## config.mk

```make
export PLATFORM = sky130hd
export DESIGN_NAME = grant_lock_4
export DESIGN_NICKNAME = d
export VERILOG_FILES = /design/src/rtl/grant_pkg.sv /design/src/rtl/sync_2ff.sv /design/src/rtl/grant_lock_4.sv
export SDC_FILE = /design/constraint.sdc
export NUM_CORES = 1
export LEC_CHECK = 0
export BUFFER_PORTS_ARGS = -buffer_cell sky130_fd_sc_hd__buf_4
export CAP_MARGIN = 20
export CORE_MARGIN = 3
export CORE_UTILIZATION = 25
export DETAILED_ROUTE_END_ITERATION = 6
export PLACE_DENSITY = 0.54
export RECOVER_POWER = 50
export SYNTH_ARGS = -nofsm -noshare
export SYNTH_HDL_FRONTEND = slang
export SYNTH_SLANG_ARGS = --single-unit
```

## constraint.sdc

```tcl
create_clock -name clk -period 3.64 [get_ports clk]
set_clock_uncertainty 0.05 [all_clocks]
set_input_delay 0.182 -clock clk [delete_from_list [all_inputs] [get_ports clk]]
set_output_delay 0.182 -clock clk [all_outputs]
set_load 0.05 [all_outputs]
```

## src/rtl/grant_pkg.sv

```systemverilog
// Shared types and helpers for the grant-consumption stage behind the 4-way mutex arbiter.
package grant_pkg;
    localparam int NREQ = 4;

    typedef enum logic [1:0] {
        IDLE    = 2'd0,
        SETTLE  = 2'd1,
        OWNED   = 2'd2,
        RELEASE = 2'd3
    } grant_state_t;

    function automatic logic is_onehot4(input logic [NREQ-1:0] v);
        return (v != '0) && ((v & (v - NREQ'(1))) == '0);
    endfunction

    function automatic logic [1:0] enc4(input logic [NREQ-1:0] v);
        logic [1:0] idx;
        idx = '0;
        for (int i = 0; i < NREQ; i++) begin
            if (v[i]) idx = 2'(i);
        end
        return idx;
    endfunction
endpackage

```

## src/rtl/sync_2ff.sv

```systemverilog
// Double-flop synchronizer for signals arriving asynchronously to clk.
module sync_2ff #(
    parameter int W = 1
) (
    input  logic         clk,
    input  logic         rst_n,
    input  logic [W-1:0] d,
    output logic [W-1:0] q
);
    logic [W-1:0] meta_q;
    logic [W-1:0] sync_q;

    always_ff @(posedge clk or negedge rst_n) begin
        if (!rst_n) begin
            meta_q <= '0;
            sync_q <= '0;
        end else begin
            meta_q <= d;
            sync_q <= meta_q;
        end
    end

    assign q = sync_q;
endmodule

```

## src/rtl/grant_lock_4.sv

```systemverilog
// Locks one arbiter grant for a bounded tenure and hands requesters a clean registered grant.
//
// state   | meaning
// IDLE    | forwarding requests, waiting for a one-hot synchronized grant
// SETTLE  | candidate seen once; confirm it is still the granted one
// OWNED   | owner holds gnt, arbiter request pinned to owner, tenure counting
// RELEASE | requests withdrawn, waiting for the arbiter to drop its grant
module grant_lock_4 import grant_pkg::*; #(
    parameter int HOLD_MAX = 16
) (
    input  logic            clk,
    input  logic            rst_n,
    input  logic [NREQ-1:0] req_in,
    input  logic [NREQ-1:0] done,
    output logic [NREQ-1:0] arb_req,
    input  logic [NREQ-1:0] arb_gnt,
    output logic [NREQ-1:0] gnt,
    output logic [1:0]      owner,
    output logic            busy,
    output logic            timeout,
    output logic            err_multi
);
    localparam int             CW       = $clog2(HOLD_MAX);
    localparam logic [CW-1:0]  CNT_LAST = CW'(HOLD_MAX - 1);

    grant_state_t    state_q, state_d;
    logic [1:0]      cand_q, cand_d;
    logic [1:0]      owner_q, owner_d;
    logic [CW-1:0]   cnt_q, cnt_d;
    logic [NREQ-1:0] arb_req_q, arb_req_d;
    logic            timeout_q, timeout_d;
    logic            err_multi_q, err_multi_d;
    logic [NREQ-1:0] gnt_s;
    logic [NREQ-1:0] bo_mask;
    logic [NREQ-1:0] owner_oh;

    sync_2ff #(.W(NREQ)) u_gnt_sync (
        .clk   (clk),
        .rst_n (rst_n),
        .d     (arb_gnt),
        .q     (gnt_s)
    );

    assign owner_oh = NREQ'(1) << owner_q;

    always_comb begin
        state_d     = state_q;
        cand_d      = cand_q;
        owner_d     = owner_q;
        cnt_d       = cnt_q;
        timeout_d   = 1'b0;
        err_multi_d = err_multi_q | ((gnt_s != '0) && !is_onehot4(gnt_s));
        bo_mask     = '0;

        case (state_q)
            IDLE: begin
                if (is_onehot4(gnt_s) && ((gnt_s & req_in) != '0)) begin
                    cand_d  = enc4(gnt_s);
                    state_d = SETTLE;
                end
            end
            SETTLE: begin
                if (gnt_s == (NREQ'(1) << cand_q)) begin
                    owner_d = cand_q;
                    cnt_d   = '0;
                    state_d = OWNED;
                end else begin
                    state_d = IDLE;
                end
            end
            OWNED: begin
                cnt_d = cnt_q + CW'(1);
                if (done[owner_q] || !req_in[owner_q]) begin
                    state_d = RELEASE;
                end else if (cnt_q == CNT_LAST) begin
                    state_d   = RELEASE;
                    timeout_d = 1'b1;
                end
            end
            RELEASE: begin
                if (gnt_s == '0) begin
                    state_d = IDLE;
                    // keep the last owner from immediately re-requesting on the way out
                    bo_mask = owner_oh;
                end
            end
            default: state_d = IDLE;
        endcase

        // arb_req is registered so the asynchronous arbiter never sees a decode glitch
        case (state_d)
            IDLE:    arb_req_d = req_in & ~bo_mask;
            SETTLE:  arb_req_d = arb_req_q;
            OWNED:   arb_req_d = NREQ'(1) << owner_d;
            default: arb_req_d = '0;
        endcase
    end

    always_ff @(posedge clk or negedge rst_n) begin
        if (!rst_n) begin
            state_q     <= IDLE;
            cand_q      <= '0;
            owner_q     <= '0;
            cnt_q       <= '0;
            arb_req_q   <= '0;
            timeout_q   <= 1'b0;
            err_multi_q <= 1'b0;
        end else begin
            state_q     <= state_d;
            cand_q      <= cand_d;
            owner_q     <= owner_d;
            cnt_q       <= cnt_d;
            arb_req_q   <= arb_req_d;
            timeout_q   <= timeout_d;
            err_multi_q <= err_multi_d;
        end
    end

    assign gnt       = (state_q == OWNED) ? owner_oh : '0;
    assign busy      = (state_q != IDLE);
    assign owner     = owner_q;
    assign arb_req   = arb_req_q;
    assign timeout   = timeout_q;
    assign err_multi = err_multi_q;
endmodule

```

==> results of run 1 <==
[worst max-delay path, delay by kind of cell, from the launching register on]
kind,cells,cell delay (ns)
multiplexers,1,0.58
AO/OA/AOI/OAI,3,0.78
flip-flops,1,0.56
[flip-flops by register name, summed over array words and instances (netlist names)]
register and count:
cand_q 2, u_gnt_sync.meta_q 4, state_q 2, cnt_q 4
arb_req 4, u_gnt_sync.q 4, owner 2, err_multi 1
timeout 1
[per-stage QoR]
stage          area, um^2  utilization
6_report             1640        0.335
5_1_grt              1640        0.335
4_1_cts              1640        0.336
3_5_place_dp         1520        0.311
3_3_place_gp         1520        0.311
2_1_floorplan        1300            -
[final cells by class]
type                            count  area [um^2]
Multi-Input combinational cell     94          617
Timing Repair Buffer               31          241
Inverter                            6         22.5
Clock inverter                      1         30.0
Fill cell                         516         3240
Tap cell                           67         83.8
Sequential cell                    24          601
Clock buffer                        3         41.3
[metal layers]
metal	GRT usage	wire length, um
met1	0.140	1380
met2	0.156	1420
met3	0.0344	205
met4	0.0332	36
met5	0	0
[placed cells by master, fill, tap and decap left out, types with 2 or more instances in the layout]
| cell type | count |
|---|---|
| dlygate4sd3_1 | 5 |
| clkbuf_8 | 3 |
| nand3b_1 | 2 |
| mux2i_1 | 2 |
| inv_1 | 5 |
| buf_4 | 23 |
| nand2b_1 | 5 |
| o22ai_1 | 2 |
| a22oi_1 | 2 |
| o2111ai_1 | 2 |
| dfrtp_1 | 24 |
| o311ai_1 | 2 |
| o21ai_1 | 7 |
| nor4b_2 | 2 |
| clkbuf_4 | 2 |
| nor2_1 | 7 |
| o221ai_1 | 3 |
| o21ai_0 | 4 |
| nand2_1 | 18 |
| nor3_1 | 4 |
| a21oi_1 | 4 |
| nand4_1 | 2 |
[power breakdown]
part	switching [mW]	internal, mW	leakage, nW
clock	0.0898	0.147	0.0357
sequential	0.0947	0.337	0.291
combinational	0.352	0.189	0.383
total	0.536	0.673	0.709
[synth_stat cells (all sizes together) (2+ instances only)]
cell type  number  area, um^2
dfrtp          24         601
nor3            4        20.0
a211o           2        18.8
nand2          18        67.6
o221ai          3        26.3
nor2            7        26.3
o2111ai         2        17.5
nand2b          6        40.0
nor4b           3        38.8
a21oi           5        28.8
nand4           2        12.5
a22oi           2        15.0
o22ai           2        12.5
inv             6        22.5
o311ai          2        17.5
or2             2        12.5
mux2i           2        20.0
o21ai          11        55.1
buf             7        63.8
nand3b          2        15.0
[how the worst min path moves through the flow]
| stage | to | cells past startpoint | slack, ns | startpoint |
|---|---|---|---|---|
| floorplan | arb_req[0]$_DFFE_PN0P_ | 0 | -0.16 | rst_n |
| global placement | arb_req[3]$_DFFE_PN0P_ | 1 | 0.05 | rst_n |
| detailed placement | arb_req[1]$_DFFE_PN0P_ | 1 | 0.06 | rst_n |
| CTS | arb_req[3]$_DFFE_PN0P_ | 3 | 0.17 | req_in[3] |
| global route | arb_req[1]$_DFFE_PN0P_ | 3 | 0.19 | req_in[1] |
| finish | arb_req[3]$_DFFE_PN0P_ | 3 | 0.17 | req_in[3] |
[cells by family (layout without fill, tap and decap cells)]
logic type      after synthesis  after routing  synth area share
compound gates               36             36             0.196
xor+xnor                      1              1           0.00672
simple gates                 52             52             0.221
mux                           3              3            0.0326
flops                        24             24             0.461
fa+ha+maj                     2              2            0.0173
buf+inv                      13             41            0.0662
==> summary.md, run 1 <==
| Metric | Value |
|---|---|
| Die area | 6120 um^2 |
| R2R Setup Slk | 1.58 ns |
| Avg WL per Cell | 13.5 um |
| Critical Path End Type | flip-flop |
| Share of layout cells above drive strength 1 | 0.264 |
| RSZ-0062 raised after global routing | false |
| Final WS setup | 1.58 ns |
| Slew HR | 0.115 |
| Crit path kind | flip-flop to flip-flop |
| Final hold slack | 0.166 ns |
| CTS Sinks | 24 |
| Final Power | 1.21 mW |
| Syn avg cell area | 9.95 um^2 |
| Via count | 1,109 |
| Residual DRC | 0 |
| Die Wd | 78.2 um |
| Avg Vias per Cell | 4.91 |
| Core box area | 4880 um^2 |
| Pre-CTS setup slack | 1.60 ns |
| CP cell instances | mux4_2, a221oi_2, o2111ai_1, o221ai_1 |
| Type of the most critical hold path | input pin to flip-flop |
| FF-to-FF Start | owner[1]$_DFF_PN0_ |
| CTS buffer count | 3 |
| Slowest CP cell | mux4_2 |
| GR Overflow Total | 0 |
| Final Non-Filler Cells | 226 |
| IO Port Bufs | 26 |
| Worst setup SP type | flip-flop |
| IO Pins | 27 |
| Hold buffers post-CTS | 5 |
| PostCTS Resize Cnt | 0 |
| Synth Flop Type | dfrtp_1 |
| Crit-path max cell delay | 0.58 ns |
| H-tree levels | 1 |
| Post-Place Cells | 217 |
| Maximum vdd ir drop | 0.212 mV |
| Yosys warns | 0 |
| CP max FO | 11 |
| Unique cell type count in the Yosys netlist | 47 |
| Period utilisation layout | 0.567 |
| Total global routing track utilization | 0.103 |
| Fin crit period | 2.06 ns |
| Status | finished clean |
| Crit path from | owner[1]$_DFF_PN0_ |
| Clk buf depth | 2 |
| Die height | 78.2 um |
| Vias in the first global route | 1,058 |
| CP endpoint | arb_req[2]$_DFFE_PN0P_ |
| Initial core utilization | 0.267 |
| Power density cells | 739 nW/um^2 |
| Tightest Pin Transition | 1.33 ns |
| CTS tree | yes |
| F_max | 485 MHz |
| Post-synth EDFFs | 0 |
| DRT iter0 DRCs | 78 |
| Ant. Diodes | 0 |
| Root buffer cell | clkbuf_8 |
| Antenna viol nets, final | 0 |
| Max-slew violation count | 0 |
| Post-synthesis sequential area ratio | 0.461 |
| Routed wire length | 3040 um |
| P_leak | 0.709 nW |
| GP Congestion | 0.888 |
| Post-Syn Instances | 131 |
| Synth-to-layout area growth | 25.5% |
| FFs w/ async S/R, synth | 1.00 |
| Number of core rows | 25 |
| DPL Wire Length | 2260 um |
| Drt first pass iters | 4 |
| #FFs+latches synth | 24 |
| Final count of hold timing violations | 0 |
| Final setup violation count | 0 |
| Syn_nets | 146 |
| Clk slew on worst S/H paths | 0.09 ns |
| Total setup buffers inserted after CTS | 0 |
| Mapped Area | 1300 um^2 |
| Worst-skew pair later-pin latency | 0.27 ns |
| Max Cap Viol | 0 |
| Required @ worst endpoint | 3.77 ns |
| R2r worst-path depth | 4 |
| Worst path arrival time | 2.19 ns |
| Antenna violations before repair | 0 |
| Nets | 175 |
| Reg2reg end | arb_req[2]$_DFFE_PN0P_ |
| Pin count of the biggest net entering global routing | 25 |
| First-pass GRT wire length | 5060 um |
| Setup tns final | 0 ns |
No activity file was read; power rests on OpenSTA's default activity.
==> run 2, diff against run 1 <==
--- a/config.mk
+++ b/config.mk
@@ -10,7 +10,7 @@
 export CORE_MARGIN = 3
 export CORE_UTILIZATION = 25
 export DETAILED_ROUTE_END_ITERATION = 6
-export PLACE_DENSITY = 0.54
+export PLACE_DENSITY = 0.55
 export RECOVER_POWER = 50
 export SYNTH_ARGS = -nofsm -noshare
 export SYNTH_HDL_FRONTEND = slang
==> constraint.sdc (replaced) <==
create_clock -name clk -period 1.84 [get_ports clk]
set_clock_uncertainty 0.05 [all_clocks]
set_input_delay 0.092 -clock clk [delete_from_list [all_inputs] [get_ports clk]]
set_output_delay 0.092 -clock clk [all_outputs]
set_load 0.05 [all_outputs]
==> summary.md, run 2 (same netlist as run 1, synthesis figures left out) <==
| Metric | Value |
|---|---|
| Avg Vias per Cell | 4.90 (-0.21%) |
| R2r worst-path depth | 6 (+2) |
| Residual DRC | 0 (unchanged) |
| Setup tns final | -0.0240 ns (-0.0240 ns) |
| Root buffer cell | clkbuf_8 |
| GR Overflow Total | 0 (unchanged) |
| Die Wd | 78.2 um (unchanged) |
| Clk slew on worst S/H paths | 0.08 ns (about the same) |
| Tightest Pin Transition | 1.29 ns (-0.0410 ns) |
| Avg WL per Cell | 13.7 um (+1.9%) |
| Worst path arrival time | 1.99 ns (-0.20 ns) |
| H-tree levels | 1 (unchanged) |
| GP Congestion | 0.777 (-13%) |
| Status | finished, violations left |
| Commonest cells after routing, fill and taps aside | buf_4 (38), dfrtp_1 (19), nand2_1 (17) |
| First-pass GRT wire length | 5290 um (+4.5%) |
| Die height | 78.2 um (unchanged) |
| Number of core rows | 25 (unchanged) |
| Vias in the first global route | 1,103 (+4.3%) |
| F_max | 539 MHz (+11%) |
| Routed wire length | 3320 um (+9.1%) |
| DPL Wire Length | 2370 um (+4.7%) |
| Max-slew violation count | 0 (unchanged) |
| Final WS setup | -0.0138 ns (-1.59 ns) |
| Max Cap Viol | 0 (unchanged) |
| Total global routing track utilization | 0.108 (+0.00430) |
| Finished Cell Area | 1820 um^2 (+11%) |
| Worst setup SP type | flip-flop |
| Antenna violations before repair | 0 (unchanged) |
| RSZ-0062 raised after global routing | true |
| Via count | 1,185 (+6.9%) |
| Power density cells | 1380 nW/um^2 (+87%) |
| Hold depth | 3 (unchanged) |
| CTS tree | yes |
| Crit path kind | flip-flop to flip-flop |
| Initial core utilization | 0.267 (unchanged) |
| DRT iter0 DRCs | 72 (-7.7%) |
| Core box area | 4880 um^2 (unchanged) |
| Failing checks | negative setup slack |
| Die area | 6120 um^2 (unchanged) |
| Commonest non-fill, non-tap cell in the layout | buf_4 |
| Drt first pass iters | 4 (unchanged) |
| IO Pins | 27 (unchanged) |
| Type of the most critical hold path | input pin to flip-flop |
| IO Port Bufs | 26 (unchanged) |
| Share of layout cells above drive strength 1 | 0.429 (+0.164) |
| Pin count of the biggest net entering global routing | 25 (unchanged) |
| Final setup violation count | 3 (+3) |
| Nets | 191 (+9.1%) |
| Critical Path End Type | flip-flop |
| Clk buf depth | 2 (unchanged) |
| P_leak | 0.789 nW (+11%) |
| Synth-to-layout area growth | 39.5% |
| Maximum vdd ir drop | 0.669 mV (+210%) |
| CTS Sinks | 24 (unchanged) |
| Pre-CTS setup slack | -0.0542 ns (-1.65 ns) |
| CP max FO | 5 (-6) |
| Number of fill cells in the layout | 503 (-2.5%) |
| Ant. Diodes | 0 (unchanged) |
| Final count of hold timing violations | 0 (unchanged) |
| Antenna viol nets, final | 0 (unchanged) |
| Placed inst area | 1610 um^2 (+5.8%) |
| Required @ worst endpoint | 1.97 ns (-1.80 ns) |
| CTS buffer count | 3 (unchanged) |
| Period utilisation layout | 1.01 (+0.441) |
| Slew HR | 0.143 (+0.0274) |
| Fin crit period | 1.85 ns (-0.209 ns) |
| Worst-skew pair later-pin latency | 0.26 ns (about the same) |
[run 2: changes by cell type in the layout (fill, tap and decap cells not counted), moves of 2 or more]
cell       previous run  this run
buf_4                23        38
dfrtp_1              24        19
dfrtp_2               0         5
o2111ai_1             2         0
o2111ai_2             0         2
o21ai_0               4         2
o21ai_1               7         9
[run 2: critical path, stage by stage, from the launching register on]
cell	delay, ns
dfrtp_2	0.41
buf_4	0.17
nor4b_4	0.06
a211o_1	0.34
a221oi_4	0.38
o2111ai_2	0.17
o221ai_1	0.19
[run 2: cell type report]
type                    count  area, um^2  share of cell area
clock buffers               4        55.1              0.0303
inverters                   6        22.5              0.0124
multi-input cells          94         689               0.379
flip-flops and latches     24         607               0.334
well taps                  67        83.8              0.0461
repair buffers             47         362               0.199
[run 2: repair_timing]
action | 4_1_cts | 5_1_grt
pin swaps | 1 | 0
hold buffers | 5 | 0
resized for setup | 5 | 17
endpoints found under the hold margin | 28 | 0
endpoints found under the setup margin | 4 | 6
buffers inserted | 1 | 4
[run 2: where the power goes]
part           switching, mW  internal, mW
logic                  0.843         0.512
registers              0.131         0.670
clock network          0.163         0.191
[run 2: final timing paths]
path / slack, ns / end / start
min reg2reg: 0.31 / u_gnt_sync.q[3]$_DFF_PN0_ / u_gnt_sync.meta_q[3]$_DFF_PN0_
max in group asynchronous: 0.32 / u_gnt_sync.q[0]$_DFF_PN0_ / rst_n
max reg2reg: -0.01 / arb_req[0]$_DFFE_PN0P_ / u_gnt_sync.q[2]$_DFF_PN0_
max: -0.01 / arb_req[0]$_DFFE_PN0P_ / u_gnt_sync.q[2]$_DFF_PN0_
min: 0.08 / arb_req[1]$_DFFE_PN0P_ / req_in[1]
min in group asynchronous: 0.58 / owner[0]$_DFF_PN0_ / rst_n
[run 2: stage by stage]
step	utilization	power, mW	hold WS (ns)	instances
5_1_grt	0.373	2.66	0.107	242
3_5_place_dp	0.329	2.05	-0.0386	228
2_1_floorplan	-	1.64	-0.254	131
3_3_place_gp	0.329	2.05	-0.0336	228
4_1_cts	0.355	2.42	0.0788	238
6_report	0.373	2.51	0.0812	242
[run 2: routing by layer]
metal / global-route usage / share of wire
met5: 0 / 0
met3: 0.0241 / 0.052
met4: 0.0280 / 0.010
met2: 0.172 / 0.48
met1: 0.147 / 0.46
==> run 3, diff against run 2 <==
--- a/config.mk
+++ b/config.mk
@@ -6,11 +6,12 @@
 export NUM_CORES = 1
 export LEC_CHECK = 0
 export BUFFER_PORTS_ARGS = -buffer_cell sky130_fd_sc_hd__buf_4
-export CAP_MARGIN = 20
+export CAP_MARGIN = 40
 export CORE_MARGIN = 3
-export CORE_UTILIZATION = 25
+export CORE_UTILIZATION = 48
 export DETAILED_ROUTE_END_ITERATION = 6
-export PLACE_DENSITY = 0.55
+export GPL_TIMING_DRIVEN = 0
+export PLACE_DENSITY = 0.85
 export RECOVER_POWER = 50
 export SYNTH_ARGS = -nofsm -noshare
 export SYNTH_HDL_FRONTEND = slang
==> summary.md, run 3 (same netlist as run 1, synthesis figures left out) <==
| Metric | Value |
|---|---|
| Status | finished, violations left |
| Failing checks | negative setup slack |
| Share of layout cells above drive strength 1 | 0.462 (+0.0330) |
| Commonest non-fill, non-tap cell in the layout | buf_4 |
| DRT iter0 DRCs | 53 (-26%) |
| Vias in the first global route | 1,245 (+13%) |
| Final setup violation count | 5 (+2) |
| Slowest CP cell | dfrtp_2 |
| GR Overflow Total | 0 (unchanged) |
| Fin crit period | 1.98 ns (+0.131 ns) |
| Pin count of the biggest net entering global routing | 25 (unchanged) |
| H-tree levels | 1 (unchanged) |
| Nets | 198 (+3.7%) |
| Required @ worst endpoint | 2.06 ns (+0.09 ns) |
| Avg Vias per Cell | 6.27 (+28%) |
| Antenna violations before repair | 0 (unchanged) |
| Critical Path End Type | flip-flop |
| Clk buf depth | 2 (unchanged) |
| Crit path kind | flip-flop to flip-flop |
| Worst setup SP type | flip-flop |
| Max-slew violation count | 0 (unchanged) |
| Tightest Pin Transition | 1.35 ns (+0.0635 ns) |
| CTS buffer count | 3 (unchanged) |
| Initial core utilization | 0.517 (+0.250) |
| Antenna viol nets, final | 0 (unchanged) |
| Period utilisation layout | 1.08 (+0.0710) |
| Commonest cells after routing, fill and taps aside | buf_4 (40), dfrtp_1 (22), nand2_1 (17) |
| Residual DRC | 0 (unchanged) |
| F_max | 504 MHz (-6.6%) |
| Power density cells | 1440 nW/um^2 (+4.4%) |
| Hold depth | 3 (unchanged) |
| Post-Place Cells | 187 (-18%) |
| Final count of hold timing violations | 0 (unchanged) |
| P_leak | 0.852 nW (+8.1%) |
| Total global routing track utilization | 0.236 (+0.129) |
| IO Pins | 27 (unchanged) |
| Clk slew on worst S/H paths | 0.14 ns (+0.06 ns) |
| Root buffer cell | clkbuf_4 |
| Routed wire length | 4360 um (+32%) |
| Max Cap Viol | 0 (unchanged) |
| R2r worst-path depth | 6 (unchanged) |
| IO Port Bufs | 26 (unchanged) |
| Die height | 58.1 um (-26%) |
| Slew HR | 0.100 (-0.0424) |
| Maximum vdd ir drop | 1.79 mV (+170%) |
| CP cell instances | buf_6, nor4_4, o22ai_2, a221oi_4, o2111ai_2, o221ai_2 |
| Type of the most critical hold path | input pin to flip-flop |
| R2R Setup Slk | -0.14 ns (-0.13 ns) |
| Die area | 3380 um^2 (-45%) |
| Worst path arrival time | 2.21 ns (+0.22 ns) |
| Die Wd | 58.1 um (-26%) |
| Ant. Diodes | 0 (unchanged) |
| Via count | 1,329 (+12%) |
| Final WS setup | -0.144 ns (-0.131 ns) |
| Avg WL per Cell | 20.6 um (+50%) |
| Final Non-Filler Cells | 212 (-12%) |
| Synth-to-layout area growth | 47.8% |
| Core box area | 2520 um^2 (-48%) |
| GP Congestion | 0.864 (+11%) |
| CTS Sinks | 24 (unchanged) |
| DPL Wire Length | 2230 um (-5.7%) |
| CP max FO | 5 (unchanged) |
| Drt first pass iters | 4 (unchanged) |
| CTS tree | yes |
| Worst-skew pair later-pin latency | 0.34 ns (+0.08 ns) |
| Crit-path max cell delay | 0.47 ns (+0.06 ns) |
| Final Power | 2.78 mW (+11%) |
| Number of core rows | 18 (-28%) |
| RSZ-0062 raised after global routing | true |
| First-pass GRT wire length | 6010 um (+14%) |
run 3: cell count changes in the layout (fill, tap and decap cells not counted), sizes merged:
cell,previous run,this run
bufinv,0,1
clkbuf,8,4
buf,38,48
run 3: worst paths after layout:
path	startpoint	end
worst max-delay path	u_gnt_sync.q[3]$_DFF_PN0_	arb_req[0]$_DFFE_PN0P_
worst min-delay path	req_in[1]	arb_req[1]$_DFFE_PN0P_
worst max register to register	u_gnt_sync.q[3]$_DFF_PN0_	arb_req[0]$_DFFE_PN0P_
worst min register to register	u_gnt_sync.meta_q[0]$_DFF_PN0_	u_gnt_sync.q[0]$_DFF_PN0_
max in group asynchronous	rst_n	u_gnt_sync.q[3]$_DFF_PN0_
min in group asynchronous	rst_n	cand_q[0]$_DFFE_PN0P_
run 3: through the flow:
step                utilization  instance area [um^2]  hold WS [ns]  TNS (ns)  setup slack (ns)
CTS                       0.706                  1780        0.0301   -0.0980           -0.0552
global placement          0.612                  1540       -0.0534    -0.153           -0.0523
global route              0.764                  1930        0.0350     -1.21            -0.221
floorplan                     -                  1310        -0.254    -0.335            -0.100
finish                    0.764                  1930        0.0147    -0.500            -0.144
detailed placement        0.612                  1540       -0.0415    -0.319            -0.114
run 3: what timing repair did:
| action | CTS | global route |
|---|---|---|
| hold buffers | 5 | 0 |
| endpoints found under the hold margin | 28 | 0 |
| cloned | 0 | 1 |
| pin swaps | 5 | 10 |
| resized for setup | 10 | 23 |
| endpoints found under the setup margin | 4 | 12 |
| buffers inserted | 9 | 6 |
run 3: critical path: cells and delay by family (launching register included):
kind	cells	cell delay (ns)
compound gates	4	0.91
flops	1	0.47
buf+inv	1	0.15
simple gates	1	0.33
run 3: layout make-up:
type	count	area [um^2]
flip-flops and latches	24	603
fillers	144	596
plain buffers	7	75.1
clock buffers	3	22.5
clock inverters	1	30.0
multi-input cells	94	767
repair buffers	47	369
well taps	30	37.5
inverters	6	22.5
run 3: where the power goes:
group,internal (mW),switching (mW)
Clock,0.221,0.180
Sequential,0.668,0.172
Combinational,0.581,0.953
run 3: layer usage:
metal | part of all wire | routed length [um] | global-route usage | vias to the layer above
li1 | - | - | - | 577
met1 | 0.37 | 1620 | 0.308 | 636
met2 | 0.49 | 2120 | 0.381 | 85
met3 | 0.080 | 351 | 0.0445 | 31
met4 | 0.064 | 279 | 0.109 | 0
met5 | 0 | 0 | 0 | -
